$ cat src/rtl/fetch_pkg.sv
// Shared types and sizes for the instruction fetch stage.
package fetch_pkg;

    localparam int FETCH_DEPTH = 4;
    localparam int INSTR_W     = 32;
    localparam int ADDR_W      = 64;

    typedef struct packed {
        logic [ADDR_W-1:0]  addr;
        logic [INSTR_W-1:0] instr;
        logic               fault;
        logic               filled;
    } fetch_entry_t;

    // In 32-bit mode the upper address word is forced to zero.
    function automatic logic [ADDR_W-1:0] eff_addr(input logic       mode_32b,
                                                   input logic [ADDR_W-1:0] addr);
        return mode_32b ? {32'h0, addr[31:0]} : addr;
    endfunction

endpackage

$ cat src/rtl/instr_fetch_if.sv
// Memory read channel and instruction-identify channel of the fetch stage.
interface instr_fetch_if;

    logic                         mem_req_valid;
    logic                         mem_req_ready;
    logic [fetch_pkg::ADDR_W-1:0]  mem_req_addr;
    logic                         mem_rsp_valid;
    logic [fetch_pkg::INSTR_W-1:0] mem_rsp_data;
    logic                         mem_rsp_err;
    logic                         instr_valid;
    logic                         instr_ready;
    logic [fetch_pkg::INSTR_W-1:0] instr;
    logic [fetch_pkg::ADDR_W-1:0]  instr_addr;
    logic                         instr_fault;

    modport master (
        output mem_req_valid, mem_req_addr,
        input  mem_req_ready, mem_rsp_valid, mem_rsp_data, mem_rsp_err,
        output instr_valid, instr, instr_addr, instr_fault,
        input  instr_ready
    );

    modport slave (
        input  mem_req_valid, mem_req_addr,
        output mem_req_ready, mem_rsp_valid, mem_rsp_data, mem_rsp_err,
        input  instr_valid, instr, instr_addr, instr_fault,
        output instr_ready
    );

endinterface

$ cat src/rtl/fetch_queue.sv
// In-order reservation queue: entries are allocated at the tail, filled
// oldest-unfilled-first by memory responses and popped from the head.
module fetch_queue
    import fetch_pkg::*;
#(
    parameter  int DEPTH = FETCH_DEPTH,
    localparam int PTR_W = $clog2(DEPTH),
    localparam int CNT_W = PTR_W + 1
) (
    input  logic               i_clk,
    input  logic               i_rst_n,
    input  logic               i_clear,
    input  logic               i_alloc,
    input  fetch_entry_t       i_alloc_entry,
    input  logic               i_fill,
    input  logic [INSTR_W-1:0] i_fill_instr,
    input  logic               i_fill_fault,
    input  logic               i_pop,
    output fetch_entry_t       o_head,
    output logic [CNT_W-1:0]   o_count
);

    fetch_entry_t     mem_q [DEPTH];
    fetch_entry_t     mem_d [DEPTH];
    logic [PTR_W-1:0] head_q, head_d;
    logic [PTR_W-1:0] tail_q, tail_d;
    logic [CNT_W-1:0] count_q, count_d;
    logic [PTR_W-1:0] fill_idx;
    logic [PTR_W-1:0] scan_idx;
    logic             fill_found;

    // Misaligned entries are born filled, so the fill target is found by
    // scanning from the head rather than by a plain pointer.
    always_comb begin
        fill_idx   = head_q;
        scan_idx   = head_q;
        fill_found = 1'b0;
        for (int i = 0; i < DEPTH; i++) begin
            scan_idx = head_q + PTR_W'(i);
            if (!fill_found && (CNT_W'(i) < count_q) && !mem_q[scan_idx].filled) begin
                fill_idx   = scan_idx;
                fill_found = 1'b1;
            end
        end
    end

    always_comb begin
        mem_d   = mem_q;
        head_d  = head_q;
        tail_d  = tail_q;
        count_d = count_q;
        if (i_clear) begin
            head_d  = '0;
            tail_d  = '0;
            count_d = '0;
        end else begin
            if (i_fill) begin
                mem_d[fill_idx].instr  = i_fill_instr;
                mem_d[fill_idx].fault  = i_fill_fault;
                mem_d[fill_idx].filled = 1'b1;
            end
            if (i_alloc) begin
                mem_d[tail_q] = i_alloc_entry;
                tail_d        = tail_q + PTR_W'(1);
            end
            if (i_pop) begin
                head_d = head_q + PTR_W'(1);
            end
            count_d = count_q + CNT_W'(i_alloc) - CNT_W'(i_pop);
        end
    end

    always_ff @(posedge i_clk or negedge i_rst_n) begin
        if (!i_rst_n) begin
            for (int i = 0; i < DEPTH; i++) begin
                mem_q[i] <= '0;
            end
            head_q  <= '0;
            tail_q  <= '0;
            count_q <= '0;
        end else begin
            mem_q   <= mem_d;
            head_q  <= head_d;
            tail_q  <= tail_d;
            count_q <= count_d;
        end
    end

    assign o_head  = mem_q[head_q];
    assign o_count = count_q;

endmodule

$ cat src/rtl/instr_fetch.sv
// Fetch stage: issues in-order reads for branch-facility addresses, tracks
// credits and flushed responses, and hands filled entries to identify.
module instr_fetch
    import fetch_pkg::*;
#(
    parameter int DEPTH = FETCH_DEPTH
) (
    input  logic              i_clk,
    input  logic              i_rst_n,
    input  logic              i_32b_mode,
    input  logic [ADDR_W-1:0] i_fetch_addr,
    output logic              o_stall,
    input  logic              i_flush,
    instr_fetch_if.master     bus,
    output logic              err_spurious_rsp
);

    localparam int CNT_W = $clog2(DEPTH) + 1;
    localparam int SUM_W = CNT_W + 1;

    logic [CNT_W-1:0]  outstanding_q, outstanding_d;
    logic [CNT_W-1:0]  drop_cnt_q, drop_cnt_d;
    logic              spurious_q, spurious_d;
    logic [CNT_W-1:0]  count;
    fetch_entry_t      head;
    fetch_entry_t      alloc_entry;
    logic [ADDR_W-1:0] eff;
    logic              aligned, alloc_ok, req_valid, accept, push, pop;
    logic              drop_hit, fill, spurious;

    assign eff     = eff_addr(i_32b_mode, i_fetch_addr);
    assign aligned = (eff[1:0] == 2'b00);

    // Slots owed to flushed responses stay reserved until those responses drain.
    assign alloc_ok  = (({1'b0, count} + {1'b0, drop_cnt_q}) < SUM_W'(DEPTH)) && !i_flush;
    assign req_valid = i_rst_n & aligned & alloc_ok;
    assign accept    = req_valid & bus.mem_req_ready;
    assign push      = aligned ? accept : (i_rst_n & alloc_ok);

    assign drop_hit = bus.mem_rsp_valid & (drop_cnt_q != '0);
    assign fill     = bus.mem_rsp_valid & (drop_cnt_q == '0) & (outstanding_q != '0);
    assign spurious = bus.mem_rsp_valid & (drop_cnt_q == '0) & (outstanding_q == '0);

    assign bus.instr_valid = head.filled & (count != '0);
    assign pop             = bus.instr_valid & bus.instr_ready & !i_flush;

    always_comb begin
        alloc_entry.addr   = eff;
        alloc_entry.instr  = '0;
        alloc_entry.fault  = !aligned;
        alloc_entry.filled = !aligned;
    end

    always_comb begin
        spurious_d    = spurious;
        outstanding_d = outstanding_q + CNT_W'(accept) - CNT_W'(fill);
        drop_cnt_d    = drop_cnt_q - CNT_W'(drop_hit);
        if (i_flush) begin
            outstanding_d = '0;
            drop_cnt_d    = drop_cnt_d + outstanding_q - CNT_W'(fill);
        end
    end

    always_ff @(posedge i_clk or negedge i_rst_n) begin
        if (!i_rst_n) begin
            outstanding_q <= '0;
            drop_cnt_q    <= '0;
            spurious_q    <= 1'b0;
        end else begin
            outstanding_q <= outstanding_d;
            drop_cnt_q    <= drop_cnt_d;
            spurious_q    <= spurious_d;
        end
    end

    fetch_queue #(.DEPTH(DEPTH)) u_queue (
        .i_clk         (i_clk),
        .i_rst_n       (i_rst_n),
        .i_clear       (i_flush),
        .i_alloc       (push),
        .i_alloc_entry (alloc_entry),
        .i_fill        (fill),
        .i_fill_instr  (bus.mem_rsp_err ? '0 : bus.mem_rsp_data),
        .i_fill_fault  (bus.mem_rsp_err),
        .i_pop         (pop),
        .o_head        (head),
        .o_count       (count)
    );

    assign o_stall          = ~push;
    assign bus.mem_req_valid = req_valid;
    assign bus.mem_req_addr  = eff;
    assign bus.instr         = head.instr;
    assign bus.instr_addr    = head.addr;
    assign bus.instr_fault   = head.fault;
    assign err_spurious_rsp  = spurious_q;

endmodule

$ cat src/flat_wrapper.sv
// flat-port wrapper written by rule: the top's interface ports become plain ports
module instr_fetch_flat import fetch_pkg::*;
#(
    parameter int DEPTH = FETCH_DEPTH
)
  (i_clk, i_rst_n, i_32b_mode, i_fetch_addr, o_stall, i_flush, err_spurious_rsp, bus_mem_req_valid, bus_mem_req_addr, bus_mem_req_ready, bus_mem_rsp_valid, bus_mem_rsp_data, bus_mem_rsp_err, bus_instr_valid, bus_instr, bus_instr_addr, bus_instr_fault, bus_instr_ready);
  instr_fetch_if bus_i ();
  input  logic i_clk;
  input  logic i_rst_n;
  input  logic i_32b_mode;
  input  logic [ADDR_W-1:0] i_fetch_addr;
  output logic o_stall;
  input  logic i_flush;
  output logic err_spurious_rsp;
  output wire logic [$bits(bus_i.mem_req_valid)-1:0] bus_mem_req_valid;
  output wire logic [$bits(bus_i.mem_req_addr)-1:0] bus_mem_req_addr;
  input wire logic [$bits(bus_i.mem_req_ready)-1:0] bus_mem_req_ready;
  input wire logic [$bits(bus_i.mem_rsp_valid)-1:0] bus_mem_rsp_valid;
  input wire logic [$bits(bus_i.mem_rsp_data)-1:0] bus_mem_rsp_data;
  input wire logic [$bits(bus_i.mem_rsp_err)-1:0] bus_mem_rsp_err;
  output wire logic [$bits(bus_i.instr_valid)-1:0] bus_instr_valid;
  output wire logic [$bits(bus_i.instr)-1:0] bus_instr;
  output wire logic [$bits(bus_i.instr_addr)-1:0] bus_instr_addr;
  output wire logic [$bits(bus_i.instr_fault)-1:0] bus_instr_fault;
  input wire logic [$bits(bus_i.instr_ready)-1:0] bus_instr_ready;
  assign bus_mem_req_valid = bus_i.mem_req_valid;
  assign bus_mem_req_addr = bus_i.mem_req_addr;
  assign bus_i.mem_req_ready = bus_mem_req_ready;
  assign bus_i.mem_rsp_valid = bus_mem_rsp_valid;
  assign bus_i.mem_rsp_data = bus_mem_rsp_data;
  assign bus_i.mem_rsp_err = bus_mem_rsp_err;
  assign bus_instr_valid = bus_i.instr_valid;
  assign bus_instr = bus_i.instr;
  assign bus_instr_addr = bus_i.instr_addr;
  assign bus_instr_fault = bus_i.instr_fault;
  assign bus_i.instr_ready = bus_instr_ready;
  instr_fetch #(.DEPTH(DEPTH)) u_core (.i_clk(i_clk), .i_rst_n(i_rst_n), .i_32b_mode(i_32b_mode), .i_fetch_addr(i_fetch_addr), .o_stall(o_stall), .i_flush(i_flush), .bus(bus_i), .err_spurious_rsp(err_spurious_rsp));
endmodule
$ cat config.mk
export PLATFORM = sky130hd
export DESIGN_NAME = instr_fetch_flat
export DESIGN_NICKNAME = d
export VERILOG_FILES = /design/src/rtl/fetch_pkg.sv /design/src/rtl/instr_fetch_if.sv /design/src/rtl/fetch_queue.sv /design/src/rtl/instr_fetch.sv /design/src/flat_wrapper.sv
export SDC_FILE = /design/constraint.sdc
export NUM_CORES = 1
export LEC_CHECK = 0
export BUFFER_PORTS_ARGS = -buffer_cell sky130_fd_sc_hd__buf_4
export CAP_MARGIN = 10
export CORE_MARGIN = 3
export CORE_UTILIZATION = 55
export DETAILED_ROUTE_END_ITERATION = 10
export PLACE_DENSITY = 0.84
export SETUP_SLACK_MARGIN = 0.15
export SYNTH_ARGS = -nofsm -noshare
export SYNTH_HDL_FRONTEND = slang
export SYNTH_HIERARCHICAL = 1
export SYNTH_SLANG_ARGS = --single-unit
$ cat constraint.sdc
create_clock -name i_clk -period 3.7 [get_ports i_clk]
set_input_delay 0.555 -clock i_clk [delete_from_list [all_inputs] [get_ports i_clk]]
set_output_delay 0.555 -clock i_clk [all_outputs]
set_load 0.02 [all_outputs]
[After elaboration in Yosys (flattened, before gate mapping)]
Index checks and enable logic that the tools add are counted.
Widths: inputs -> output; s select.
Word-level totals
  register bits after elaboration: 406
  latch bits: 0
  RAM bits: 0
  memory bits (read-only): 0
  input port bits: 104
  output and inout bits: 165
  word-level logic and storage cells: 135
  memories: 0
Operators by class
  add/subtract/negate cells: 12
  $mul: 0
  div/mod/pow operators: 0
  order comparisons: 13
  eq/ne operators: 0
  shift operators: 0
  muxes and demuxes: 43
  bitwise gates (word level): 18
  reduce and logical (&&, ||, !) cells: 27
Operators by type and width (number)
  $bwmux 392: 4
  $mux 392: 3
  $bmux 98 s2: 4
  $demux 98 s2: 4
  $mux 98: 3
  $mux 64: 1
  $mux 34: 1
  $mux 32: 1
  $ge 3x3->1 const B: 6
  $not 2->3: 6
  $mux 2: 8
  $sub 3x1->3: 4
  $and 1x1->1: 11
  $mux 1: 11
  $logic_and 1x1->1: 10
  $logic_not 1->1: 9
  $mux 3: 3
  $reduce_bool 3->1: 3
  $add 3x1->3: 2
  $logic_not 3->1: 2
  $lt 1x3->1 const A: 2
  $lt 2x3->1 const A: 2
  $lt 3x1->1 const B: 2
  $add 2x1->2 const B: 2
  7 further kinds: 9

[Depth between registers and ports, before layout]
Gate-level depths: netlist of run 1.
  depth after elaboration: 31
  depth in mapped cells: 13
  gate-level depth less buffers: 11

[Hierarchy]
Netlist of run 1, hierarchy kept.
By module, submodules not included
  fetch_queue: times used 1, cells each 1610, area each 19348.6 um^2, sequential area each 9984.6 um^2
  instr_fetch: times used 1, cells each 192, area each 1491.4 um^2, sequential area each 175.2 um^2

[Worst setup path after synthesis of run 1]
Ideal clock, no wire load.
  path type: register to register
  start point: reg u_core.drop_cnt_q[2]
  end point: reg u_core/u_queue/mem_q[165] (netlist name)
  setup time: 65 ps
  arrival time: 2830 ps
  data required time: 3635 ps
  setup slack: 805 ps
  stages on the path, launching flop included: 13
  buffers on the path: 5
  period minus slack after synthesis: 2895 ps
  cell sequence: dfrtp_1 > ha_1 > nor4_4 > o211a_1 > clkbuf_1 > and2_1 > clkbuf_1 > and2_1 > clkbuf_1 > clkbuf_1 > buf_1 > nand2_1 > nand2_1
On the way
  cells in the longest elaborated chain, start to end: 7
  elaborated cells between the ends (all ways): 14
  those cells by class: 1 x add/sub; 1 x order compare; 5 x mux; 5 x bitwise; 2 x reduce/logical
Ends and longest elaborated chain
  from (decl): RTL line instr_fetch.sv:22  | logic [CNT_W-1:0] drop_cnt_q, drop_cnt_d;
  from (signal assigned): RTL line instr_fetch.sv:71  | drop_cnt_q <= drop_cnt_d;
  $add 3x3->4 *: RTL line instr_fetch.sv:35  | assign alloc_ok = (({1'b0, count} + {1'b0, drop_cnt_q}) < SUM_W'(DEPTH)) && !i_flush;
  $lt 4x3->1 *: RTL line instr_fetch.sv:35
  $logic_and 1x1->1 *: RTL line instr_fetch.sv:35
  $and 1x1->1: RTL line instr_fetch.sv:36  | assign req_valid = i_rst_n & aligned & alloc_ok;
  $and 1x1->1: RTL line instr_fetch.sv:37  | assign accept = req_valid & bus.mem_req_ready;
  $mux 1 *: RTL line instr_fetch.sv:38  | assign push = aligned ? accept : (i_rst_n & alloc_ok);
  named net u_core.push: RTL line instr_fetch.sv:28  | logic aligned, alloc_ok, req_valid, accept, push, pop;
  $mux 392 *: RTL line fetch_queue.sv:62  | if (i_alloc) begin
  to (signal assigned): RTL line fetch_queue.sv:82  | mem_q <= mem_d;
  to (decl): RTL line fetch_queue.sv:23  | fetch_entry_t mem_q [DEPTH];
Mark *: on every way through the listed nets, which the timed path passes. The rest lies on a longest branch. The select of a mux whose other input is x is not followed.
A chain may end at the register's enable or synchronous reset.

[Worst setup path after layout of run 1]
  start point: in i_rst_n
  end point: reg u_core/u_queue/mem_q[106] (netlist name)
On the way
  cells in the longest elaborated chain, start to end: 5
  elaborated cells between the ends (all ways): 6
  those cells by class: 2 x mux; 4 x bitwise
Ends and longest elaborated chain
  from (decl): RTL line flat_wrapper.sv:9  | input logic i_rst_n;
  $and 1x1->1 (2 in a row): RTL line instr_fetch.sv:36
  $and 1x1->1: RTL line instr_fetch.sv:37
  $mux 1 *: RTL line instr_fetch.sv:38
  named net u_core.push: RTL line instr_fetch.sv:28
  $mux 392 *: RTL line fetch_queue.sv:62
Mark *: on every way through the listed nets, which the timed path passes. The rest lies on a longest branch.

==> results of run 1 <==
-- worst max-delay path by stage --
stage / end / slack (ns) / cells after the start
2_1_floorplan: u_core/u_queue/mem_q[165]$_DFFE_PN0P_ / 0.80 / 12
3_3_place_gp: u_core/u_queue/mem_q[131]$_DFFE_PN0N_ / 0.51 / 9
3_5_place_dp: u_core/u_queue/mem_q[106]$_DFFE_PN0N_ / 0.34 / 9
4_1_cts: bus_instr_addr[55] / 0.20 / 4
5_1_grt: u_core/u_queue/mem_q[104]$_DFFE_PN0N_ / 0.15 / 10
6_report: u_core/u_queue/mem_q[106]$_DFFE_PN0N_ / 0.31 / 10
-- power by group --
| group | switching (µW) | internal (µW) | total (µW) |
|---|---|---|---|
| clock | 1810 | 2560 | 4380 |
| combinational | 2380 | 2280 | 4660 |
| sequential | 558 | 5440 | 5990 |
| total | 4750 | 10300 | 15000 |
-- layout make-up --
class	count	area, µm²
clock buffer	66	1340
fill	2631	12100
tap	504	631
timing repair buffer	304	2390
sequential	406	10200
clock inverter	13	108
inverter	19	71.3
multi-input combinational	1312	10100
-- what timing repair did --
item	CTS	global route
gates cloned	0	1
gates resized for setup	1	2
endpoints found under the setup margin	22	34
endpoints found under the hold margin	16	0
hold buffers	1	0
-- Yosys cell counts, types with 6 or more instances --
| cell type | instances | area [µm²] |
|---|---|---|
| a211oi_1 | 68 | 510 |
| buf_1 | 17 | 63.8 |
| buf_2 | 9 | 45.0 |
| buf_4 | 64 | 480 |
| buf_6 | 7 | 78.8 |
| clkbuf_1 | 96 | 360 |
| dfrtp_1 | 406 | 10200 |
| ha_1 | 17 | 213 |
| inv_1 | 19 | 71.3 |
| mux2_2 | 203 | 2290 |
| mux2_4 | 60 | 901 |
| mux4_2 | 98 | 2210 |
| nand2_1 | 392 | 1470 |
| nand3_1 | 6 | 30.0 |
| nor2_1 | 146 | 548 |
| nor2b_1 | 70 | 438 |
| nor4_1 | 66 | 413 |
-- cell families (layout without fill, tap and decap cells) --
family	Yosys count	after routing	share of synthesized area
and+or+nand+nor	698	699	0.148
muxes	364	364	0.260
DFF	406	406	0.488
other	1	128	0.000180
xor gates and xnor gates	11	11	0.00606
AOI/OAI and AO/OA	90	90	0.0325
buffers and inverters	212	402	0.0528
adders and majority gates	20	20	0.0131
-- layer usage --
metal | global-route usage | vias up
met5 | 0 | -
met2 | 0.454 | 702
met1 | 0.348 | 7678
met3 | 0.0493 | 166
met4 | 0.138 | 0
li1 | - | 6646
-- cell usage in the layout, fill, tap and decap left out, types with 3 or more instances in the layout --
master	instances
fa_1	3
a211oi_1	68
ha_1	17
nor4_1	66
nor2_1	146
buf_12	7
nand3_4	4
mux4_2	98
dfrtp_1	404
clkbuf_16	46
nand2_1	390
buf_4	293
inv_1	19
nand3_1	4
mux2_2	203
mux2i_1	3
nor2b_1	70
o21ai_0	3
clkbuf_1	9
xor2_1	4
conb_1	128
clkinv_2	9
xnor2_1	4
mux2_4	60
clkbuf_8	12
a21oi_1	4
-- state kept, by name, summed over array words and instances, names as in the netlist --
signal                   flops
u_core/u_queue/mem_q       392
u_core/drop_cnt_q            3
u_core/outstanding_q         3
u_core/u_queue/o_count       3
u_core/u_queue/head_q        2
u_core/u_queue/tail_q        2
u_core/err_spurious_rsp      1
-- metrics by stage --
step | worst slack [ns] | cells
floorplan | 0.805 | 1929
global placement | 0.507 | 2543
detailed placement | 0.343 | 2543
CTS | 0.197 | 2623
global route | 0.152 | 2624
finish | 0.313 | 2624
-- tightest hold or removal path, delay by kind of cell --
kind,cells,cell delay [ns]
buffers and inverters,1,0.10
and+or+nand+nor,2,0.09
==> impl_metrics.env, run 1 <==
export IMPL_status="complete, no violations"
export IMPL_path_cells="dlygate4sd3_1, buf_8, nand2b_1, nor4_4, o211a_1, and2_1, and2_4, buf_12, nor2_1, a211oi_1"
export IMPL_final_util=0.672
export IMPL_drc=0
export IMPL_dp_hpwl_um=32900
export IMPL_path_clk_slew_ns=0.06
export IMPL_port_buffers=268
export IMPL_p_leak_uw=0.0124
export IMPL_synth_cell_types=49
export IMPL_finalSetupViolCount=0
export IMPL_clock_latency_ns=0.57
export IMPL_slew_headroom=0.303
export IMPL_synth_async_reset_ratio=1.00
export IMPL_hold_end="u_core/u_queue/mem_q[347]$_DFFE_PN0P_"
export IMPL_cts_buffer_depth=3
export IMPL_fmax_mhz=295
export IMPL_crit_start="i_rst_n"
export IMPL_grt_ovfl_total=0
export IMPL_dpl_cell_area_um2=23400
export IMPL_hold_depth=3
export IMPL_timing_setup_tns_ns=0
export IMPL_ys_flop_type="dfrtp_1"
export IMPL_drt_wl_total_um=55500
export IMPL_cts_buffers=44
export IMPL_drt_first_pass_iters=5
export IMPL_die_height_um=201
export IMPL_wl_met3_um=3800
export IMPL_cap_violations=0
export IMPL_cp_end_kind="register"
export IMPL_rrSetupSlack_ns=0.36
export IMPL_syn_cell_area_um2=20800
export IMPL_die_area_um2=40300
export IMPL_synth_warnings=6
export IMPL_io_pins=269
export IMPL_diodes=0
export IMPL_core_area_um2=37000
export IMPL_min_path_type="input port to register"
export IMPL_highest_layer="met4"
export IMPL_vias=15192
export IMPL_required_ns=4.16
export IMPL_cts_htree_levels=2
export IMPL_power_density_nw_per_um2=605
export IMPL_grt_max_degree=100
export IMPL_reg2reg_depth=8
export IMPL_critical_path_top_delay_family="simple AND/OR/NAND/NOR gates"
export IMPL_vdd_ir_drop_max_uv=453
export IMPL_finalNetCount=2211
export IMPL_start_util=0.564
export IMPL_grt_pass1_wl_um=89100
export IMPL_reg2reg_from="u_core/u_queue/o_count[2]$_DFF_PN0_"
export IMPL_drive_above_1_share=0.356
export IMPL_critical_path_buf_inv_count=3
export IMPL_worstPathArrival_ns=3.85
export IMPL_dr_wl_met2_um=27300
export IMPL_worst_pin_slew_ns=1.05
export IMPL_fin_area_um2=24800
export IMPL_total_power_uw=15000
export IMPL_clock_skew_ns=0.0135
export IMPL_die_w_um=201
export IMPL_whs_ns=0.217
export IMPL_root_buffer="clkbuf_16"
export IMPL_max_stage_delay_ns=0.58
export IMPL_slew_violations=0
export IMPL_grt_antenna_before_repair=0
export IMPL_postSynthCellCount=1802
export IMPL_hp_start="i_fetch_addr[19]"
export IMPL_grt_pass1_vias=16383
export IMPL_cts_sinks=406
export IMPL_start_kind="input port"
export IMPL_finalHoldViolCount=0
export IMPL_wl_met1_um=21900
export IMPL_wire_per_inst_um=21.2
export IMPL_globalplace_congestion=0.813
export IMPL_antenna_left=0
export IMPL_r2r_end="u_core/u_queue/mem_q[106]$_DFFE_PN0N_"
export IMPL_seq_area_frac_synth=0.488
export IMPL_critPathKind="input port to register"
export IMPL_cts_tree="built"
export IMPL_ys_seq_elements=406
export IMPL_cts_setup_buffers=0
export IMPL_avgSynthCellArea_um2=11.6
export IMPL_synth_edf_count=0
export IMPL_dr_first_iter_drc_count=1283
export IMPL_grt_usage=0.274
export IMPL_fin_crit_ns=3.39
export IMPL_rsz0062_at_grt="false"
export IMPL_cp_max_fo=34
export IMPL_syn2layout_area_growth_pct=19.2
export IMPL_row_count=70
export IMPL_vias_per_cell=5.79
export IMPL_cp_slowest_cell="and2_1"
export IMPL_period_share=0.916
(Power assumes the default switching activity.)
==> run 2, diff against run 1 <==
--- a/config.mk
+++ b/config.mk
@@ -8,9 +8,9 @@
 export BUFFER_PORTS_ARGS = -buffer_cell sky130_fd_sc_hd__buf_4
 export CAP_MARGIN = 10
 export CORE_MARGIN = 3
-export CORE_UTILIZATION = 55
+export CORE_UTILIZATION = 45
 export DETAILED_ROUTE_END_ITERATION = 10
-export PLACE_DENSITY = 0.84
+export PLACE_DENSITY = 0.73
 export SETUP_SLACK_MARGIN = 0.15
 export SYNTH_ARGS = -nofsm -noshare
 export SYNTH_HDL_FRONTEND = slang
==> run 2 against run 1 <==
  * Utilization fell by 12 points
  * Count of clock-buffer cells in the layout grew 1
  * First-iteration DRC count is 20% lower
  * Final cell count increased by 3.5%
  * Worst setup slack improved by 0.11 ns
  * Routed wire length grew 0.15%
  * Hold slack worse by 0.10 ns
  * Flip-flop and latch count is the same
  * Sequential power is essentially flat
  * Via count shrank 2.4%
  * Largest power group unchanged
==> impl_metrics.env, run 2 (synthesis results as in run 1) <==
export IMPL_status="complete, no violations"
export IMPL_max_stage_delay_ns=0.63
export IMPL_dr_first_iter_drc_count=1021
export IMPL_cts_setup_buffers=0
export IMPL_rsz0062_at_grt="false"
export IMPL_fmax_mhz=306
export IMPL_cts_sinks=406
export IMPL_cp_max_fo=91
export IMPL_rrSetupSlack_ns=0.49
export IMPL_path_cells="buf_12, mux4_2, buf_4"
export IMPL_start_kind="register"
export IMPL_finalHoldViolCount=0
export IMPL_grt_antenna_before_repair=1
export IMPL_drt_wl_total_um=55600
export IMPL_slew_headroom=0.264
export IMPL_power_density_nw_per_um2=617
export IMPL_largest_register="u_core/u_queue/mem_q"
export IMPL_dp_worst_setup_slack_ns=0.507
export IMPL_die_height_um=221
export IMPL_p_leak_uw=0.0125
export IMPL_critPathKind="register to output port"
export IMPL_die_w_um=221
export IMPL_period_share=0.884
export IMPL_wire_per_inst_um=20.5
export IMPL_port_buffers=268
export IMPL_path_clk_slew_ns=0.06
export IMPL_core_area_um2=45600
export IMPL_grt_max_degree=183
export IMPL_cts_buffers=45
export IMPL_grt_pass1_vias=15969
export IMPL_reg2reg_depth=7
export IMPL_setup_slack_ns=0.427
export IMPL_largest_reg_flops=392
export IMPL_antenna_left=0
export IMPL_worst_pin_slew_ns=1.10
export IMPL_finalNetCount=2205
export IMPL_grt_pass1_wl_um=89300
export IMPL_finalSetupViolCount=0
export IMPL_cts_resized_gates=0
export IMPL_dp_hpwl_um=32700
export IMPL_grt_ovfl_total=0
export IMPL_cts_buffer_depth=3
export IMPL_drc=0
export IMPL_cp_end_kind="output port"
export IMPL_start_util=0.457
export IMPL_fin_crit_ns=3.27
export IMPL_ctsHoldBuffers=0
export IMPL_grt_usage=0.226
export IMPL_final_common_cell="dfrtp_1"
export IMPL_row_count=78
export IMPL_cts_tree="built"
export IMPL_drt_first_pass_iters=5
export IMPL_timing_setup_tns_ns=0
export IMPL_syn2layout_area_growth_pct=20.5
export IMPL_clock_skew_ns=0.0125
export IMPL_layout_common_cells="dfrtp_1 (404), nand2_1 (390), buf_4 (286), mux2_2 (203), nor2_1 (146)"
export IMPL_cp_slowest_cell="buf_12"
export IMPL_fill_cells=3763
export IMPL_drive_above_1_share=0.355
export IMPL_worstPathArrival_ns=2.72
export IMPL_globalplace_congestion=0.800
export IMPL_slew_violations=0
export IMPL_required_ns=3.14
export IMPL_min_path_type="input port to async pin"
export IMPL_cap_violations=0
export IMPL_vdd_ir_drop_max_uv=336
export IMPL_vias_per_cell=5.46
export IMPL_vias=14820
export IMPL_root_buffer="clkbuf_16"
export IMPL_cts_htree_levels=2
export IMPL_io_pins=269
export IMPL_die_area_um2=48900
export IMPL_clock_latency_ns=0.57
-- run 2: cell types whose count changed in the layout (fill, tap and decap cells not counted), sizes merged --
cell / delta
diode: +1
clkinv: -6
bufinv: +6
clkinvlp: -1
buf: -4
and2: -1
inv: +1
dlygate4sd3: -1
-- run 2: metrics by stage --
stage | cell area (µm²) | hold slack, ns | util | power [µW] | std cells
2_1_floorplan | 21300 | 0.259 | - | 8880 | 1929
3_3_place_gp | 23500 | 0.452 | 0.515 | 10500 | 2634
3_5_place_dp | 23500 | 0.459 | 0.515 | 10700 | 2634
4_1_cts | 25100 | 0.173 | 0.551 | 15600 | 2714
5_1_grt | 25100 | 0.146 | 0.551 | 16200 | 2715
6_report | 25100 | 0.115 | 0.551 | 15500 | 2715
-- run 2: power breakdown --
group	total [µW]	switching, µW	internal, µW
registers	5980	541	5440
logic	4650	2370	2280
clock network	4850	1810	3040
-- run 2: final cells by class --
cell class | instances | area (µm²) | share of cell area
multi-input combinational | 1311 | 10100 | 0.403
antenna | 1 | 2.50 | 0.0000997
tap | 600 | 751 | 0.0299
clock buffer | 67 | 1370 | 0.0546
sequential | 406 | 10200 | 0.405
clock inverter | 13 | 244 | 0.00972
timing repair buffer | 298 | 2380 | 0.0949
inverter | 19 | 71.3 | 0.00284
-- run 2: worst paths after layout --
check | start | endpoint
worst max-delay path | u_core/u_queue/head_q[0]$_DFFE_PN0P_ | bus_instr_addr[49]
worst min-delay path | i_rst_n | u_core/u_queue/mem_q[154]$_DFFE_PN0P_
worst max register to register | u_core/u_queue/head_q[0]$_DFFE_PN0P_ | u_core/u_queue/mem_q[26]$_DFFE_PN0N_
worst min register to register | u_core/u_queue/mem_q[193]$_DFFE_PN0P_ | u_core/u_queue/mem_q[193]$_DFFE_PN0P_
max in group asynchronous | i_rst_n | u_core/u_queue/head_q[0]$_DFFE_PN0P_
min in group i_clk | i_fetch_addr[26] | u_core/u_queue/mem_q[354]$_DFFE_PN0P_
-- run 2: worst max-delay path, delay by kind of cell, from the launching register on --
kind                   cells  cell delay [ns]
muxes                      1             0.63
buffers and inverters      2             0.81
DFF                        1             0.58
-- run 2: per-layer routing --
| metal | part of all wire | track usage | routed length (µm) | up-vias |
|---|---|---|---|---|
| met3 | 0.051 | 0.0336 | 2830 | 105 |
| met5 | 0 | 0 | 0 | - |
| met4 | 0.031 | 0.0843 | 1710 | 0 |
| met2 | 0.49 | 0.376 | 27400 | 466 |
| li1 | - | - | - | 6638 |
| met1 | 0.43 | 0.303 | 23700 | 7611 |
==> run 3, diff against run 2 <==
--- a/config.mk
+++ b/config.mk
@@ -7,10 +7,13 @@
 export LEC_CHECK = 0
 export BUFFER_PORTS_ARGS = -buffer_cell sky130_fd_sc_hd__buf_4
 export CAP_MARGIN = 10
+export CELL_PAD_IN_SITES_DETAIL_PLACEMENT = 0
+export CELL_PAD_IN_SITES_GLOBAL_PLACEMENT = 2
 export CORE_MARGIN = 3
-export CORE_UTILIZATION = 45
+export CORE_UTILIZATION = 39
+export CTS_CLUSTER_DIAMETER = 200
 export DETAILED_ROUTE_END_ITERATION = 10
-export PLACE_DENSITY = 0.73
+export PLACE_DENSITY = 0.88
 export SETUP_SLACK_MARGIN = 0.15
 export SYNTH_ARGS = -nofsm -noshare
 export SYNTH_HDL_FRONTEND = slang
==> run 3 against run 2 <==
  * Global-route usage down 2.8 points
  * Routed wire length up 0.83%
  * Largest cell class unchanged
  * Critical endpoint is now bus_instr[2]
  * Worst setup slack worse by 0.086 ns
  * Die area up 15%
  * Cell area up 0.41%
  * Sequential power about the same
  * Fmax down 2.5%
  * Highest routed layer unchanged
  * Utilization down 7.3 points
==> impl_metrics.env, run 3 (synthesis results as in run 1) <==
export IMPL_worst_pin_slew_ns=1.12
export IMPL_hold_depth=3
export IMPL_globalplace_congestion=0.766
export IMPL_min_path_type="input port to register"
export IMPL_cts_htree_levels=2
export IMPL_dp_hpwl_um=33700
export IMPL_diodes=0
export IMPL_rsz0062_at_grt="false"
export IMPL_fin_crit_ns=3.36
export IMPL_drt_wl_total_um=56100
export IMPL_pwr_share_seq=0.397
export IMPL_drive_above_1_share=0.354
export IMPL_hold_end="u_core/u_queue/mem_q[135]$_DFFE_PN0P_"
export IMPL_layout_common_cells="dfrtp_1 (404), nand2_1 (390), buf_4 (289), mux2_2 (203), nor2_1 (146)"
export IMPL_dr_first_iter_drc_count=939
export IMPL_root_buffer="clkbuf_16"
export IMPL_grt_pass1_wl_um=88500
export IMPL_finalNetCount=2215
export IMPL_comb_power_share=0.306
export IMPL_fmax_mhz=298
export IMPL_io_pins=269
export IMPL_die_height_um=237
export IMPL_grt_usage=0.199
export IMPL_slew_headroom=0.254
export IMPL_cts_setup_buffers=0
export IMPL_cp_max_fo=34
export IMPL_vdd_ir_drop_max_uv=306
export IMPL_die_w_um=237
export IMPL_hp_start="i_fetch_addr[3]"
export IMPL_rrSetupSlack_ns=0.48
export IMPL_clock_skew_ns=0.0200
export IMPL_power_density_nw_per_um2=598
export IMPL_p_int_uw=10400
export IMPL_row_count=84
export IMPL_largest_register="u_core/u_queue/mem_q"
export IMPL_finalHoldViolCount=0
export IMPL_final_util=0.478
export IMPL_path_clk_slew_ns=0.06
export IMPL_r2r_end="u_core/u_queue/mem_q[222]$_DFFE_PN0N_"
export IMPL_p_sw_uw=4720
export IMPL_start_util=0.395
export IMPL_required_ns=3.14
export IMPL_largest_reg_flops=392
export IMPL_cp_end_kind="output port"
export IMPL_p_leak_uw=0.0125
export IMPL_timing_setup_tns_ns=0
export IMPL_syn2layout_area_growth_pct=21.0
export IMPL_seq_area_um2=10200
export IMPL_cts_sinks=406
export IMPL_slew_violations=0
export IMPL_wire_per_inst_um=19.9
export IMPL_worstPathArrival_ns=2.80
export IMPL_finalSetupViolCount=0
export IMPL_reg2reg_depth=7
export IMPL_grt_antenna_before_repair=0
export IMPL_core_area_um2=52800
export IMPL_die_area_um2=56200
export IMPL_antenna_left=0
export IMPL_grt_pass1_vias=15343
export IMPL_clock_latency_ns=0.59
export IMPL_dpl_cell_area_um2=23700
export IMPL_total_power_uw=15100
export IMPL_power_frac_clock=0.298
export IMPL_vias_per_cell=5.15
export IMPL_cts_tree="built"
export IMPL_final_common_cell="dfrtp_1"
export IMPL_cts_buffers=46
export IMPL_fill_cells=4838
export IMPL_fin_area_um2=25200
export IMPL_grt_max_degree=172
export IMPL_multi_input_area_um2=10100
export IMPL_critPathKind="register to output port"
export IMPL_cap_violations=0
export IMPL_start_kind="register"
export IMPL_drc=0
export IMPL_vias=14466
export IMPL_grt_ovfl_total=0
export IMPL_reg2reg_from="u_core/u_queue/head_q[0]$_DFFE_PN0P_"
export IMPL_cts_buffer_depth=3
export IMPL_period_share=0.908
export IMPL_port_buffers=268
export IMPL_netSwitchingFraction=0.313
export IMPL_status="complete, no violations"
export IMPL_drt_first_pass_iters=4
-- run 3: cell types whose count changed in the layout (fill, tap and decap cells not counted), moves of 2 or more --
cell       delta
buf_4         +3
buf_12        +2
clkbuf_1      +7
bufinv_16     -5
clkbuf_8      -4
-- run 3: stage by stage --
stage               worst slack, ns  cells  hold slack [ns]
CTS                           0.167   2810            0.160
detailed placement            0.466   2729            0.458
floorplan                     0.805   1929            0.259
finish                        0.342   2811            0.200
global route                  0.212   2811            0.178
global placement              0.557   2729            0.452
-- run 3: how the worst max path moves through the flow --
stage,cells after the start,end,from
floorplan,12,u_core/u_queue/mem_q[165]$_DFFE_PN0P_,u_core/drop_cnt_q[2]$_DFF_PN0_
global placement,7,u_core/u_queue/mem_q[222]$_DFFE_PN0N_,u_core/u_queue/head_q[0]$_DFFE_PN0P_
detailed placement,8,u_core/u_queue/mem_q[324]$_DFFE_PN0N_,u_core/u_queue/head_q[0]$_DFFE_PN0P_
CTS,4,bus_instr_addr[42],u_core/u_queue/head_q[0]$_DFFE_PN0P_
global route,3,bus_instr[2],u_core/u_queue/head_q[1]$_DFFE_PN0P_
finish,3,bus_instr[2],u_core/u_queue/head_q[1]$_DFFE_PN0P_
-- run 3: timing repair --
item / 4_1_cts / 5_1_grt
gates resized for setup: 2 / 0
hold endpoints to repair: 36 / 0
endpoints found under the setup margin: 26 / 26
gates cloned: 0 / 1
hold buffers: 1 / 0
-- run 3: final cells by class --
cell class              count  area share
flip-flops and latches    406       0.403
multi-input cells        1311       0.402
repair buffers            307      0.0999
clock buffers              70      0.0533
well taps                 688      0.0342
clock inverters            10     0.00481
inverters                  19     0.00283
-- run 3: per-layer routing --
| layer | global-route usage | up-vias | wire length, µm |
|---|---|---|---|
| li1 | - | 6670 | - |
| met1 | 0.268 | 7444 | 25200 |
| met2 | 0.338 | 296 | 27600 |
| met3 | 0.0297 | 56 | 2250 |
| met4 | 0.0527 | 0 | 1000 |
| met5 | 0 | - | 0 |
-- run 3: power groups by stage --
stage                     Combinational (µW)  Sequential [µW]  Clock [µW]
after global routing                    4980             6100        4800
after global placement                  4570             5990           0
final                                   4610             5980        4490
after CTS                               4670             5980        4620
after floorplan                         3040             5840           0
after detailed placement                4660             6040           0
-- run 3: worst max-delay path, cell delays in order (launching register included) --
cell,delay (ns)
dfrtp_4,0.66
buf_4,0.67
mux4_2,0.69
buf_4,0.20
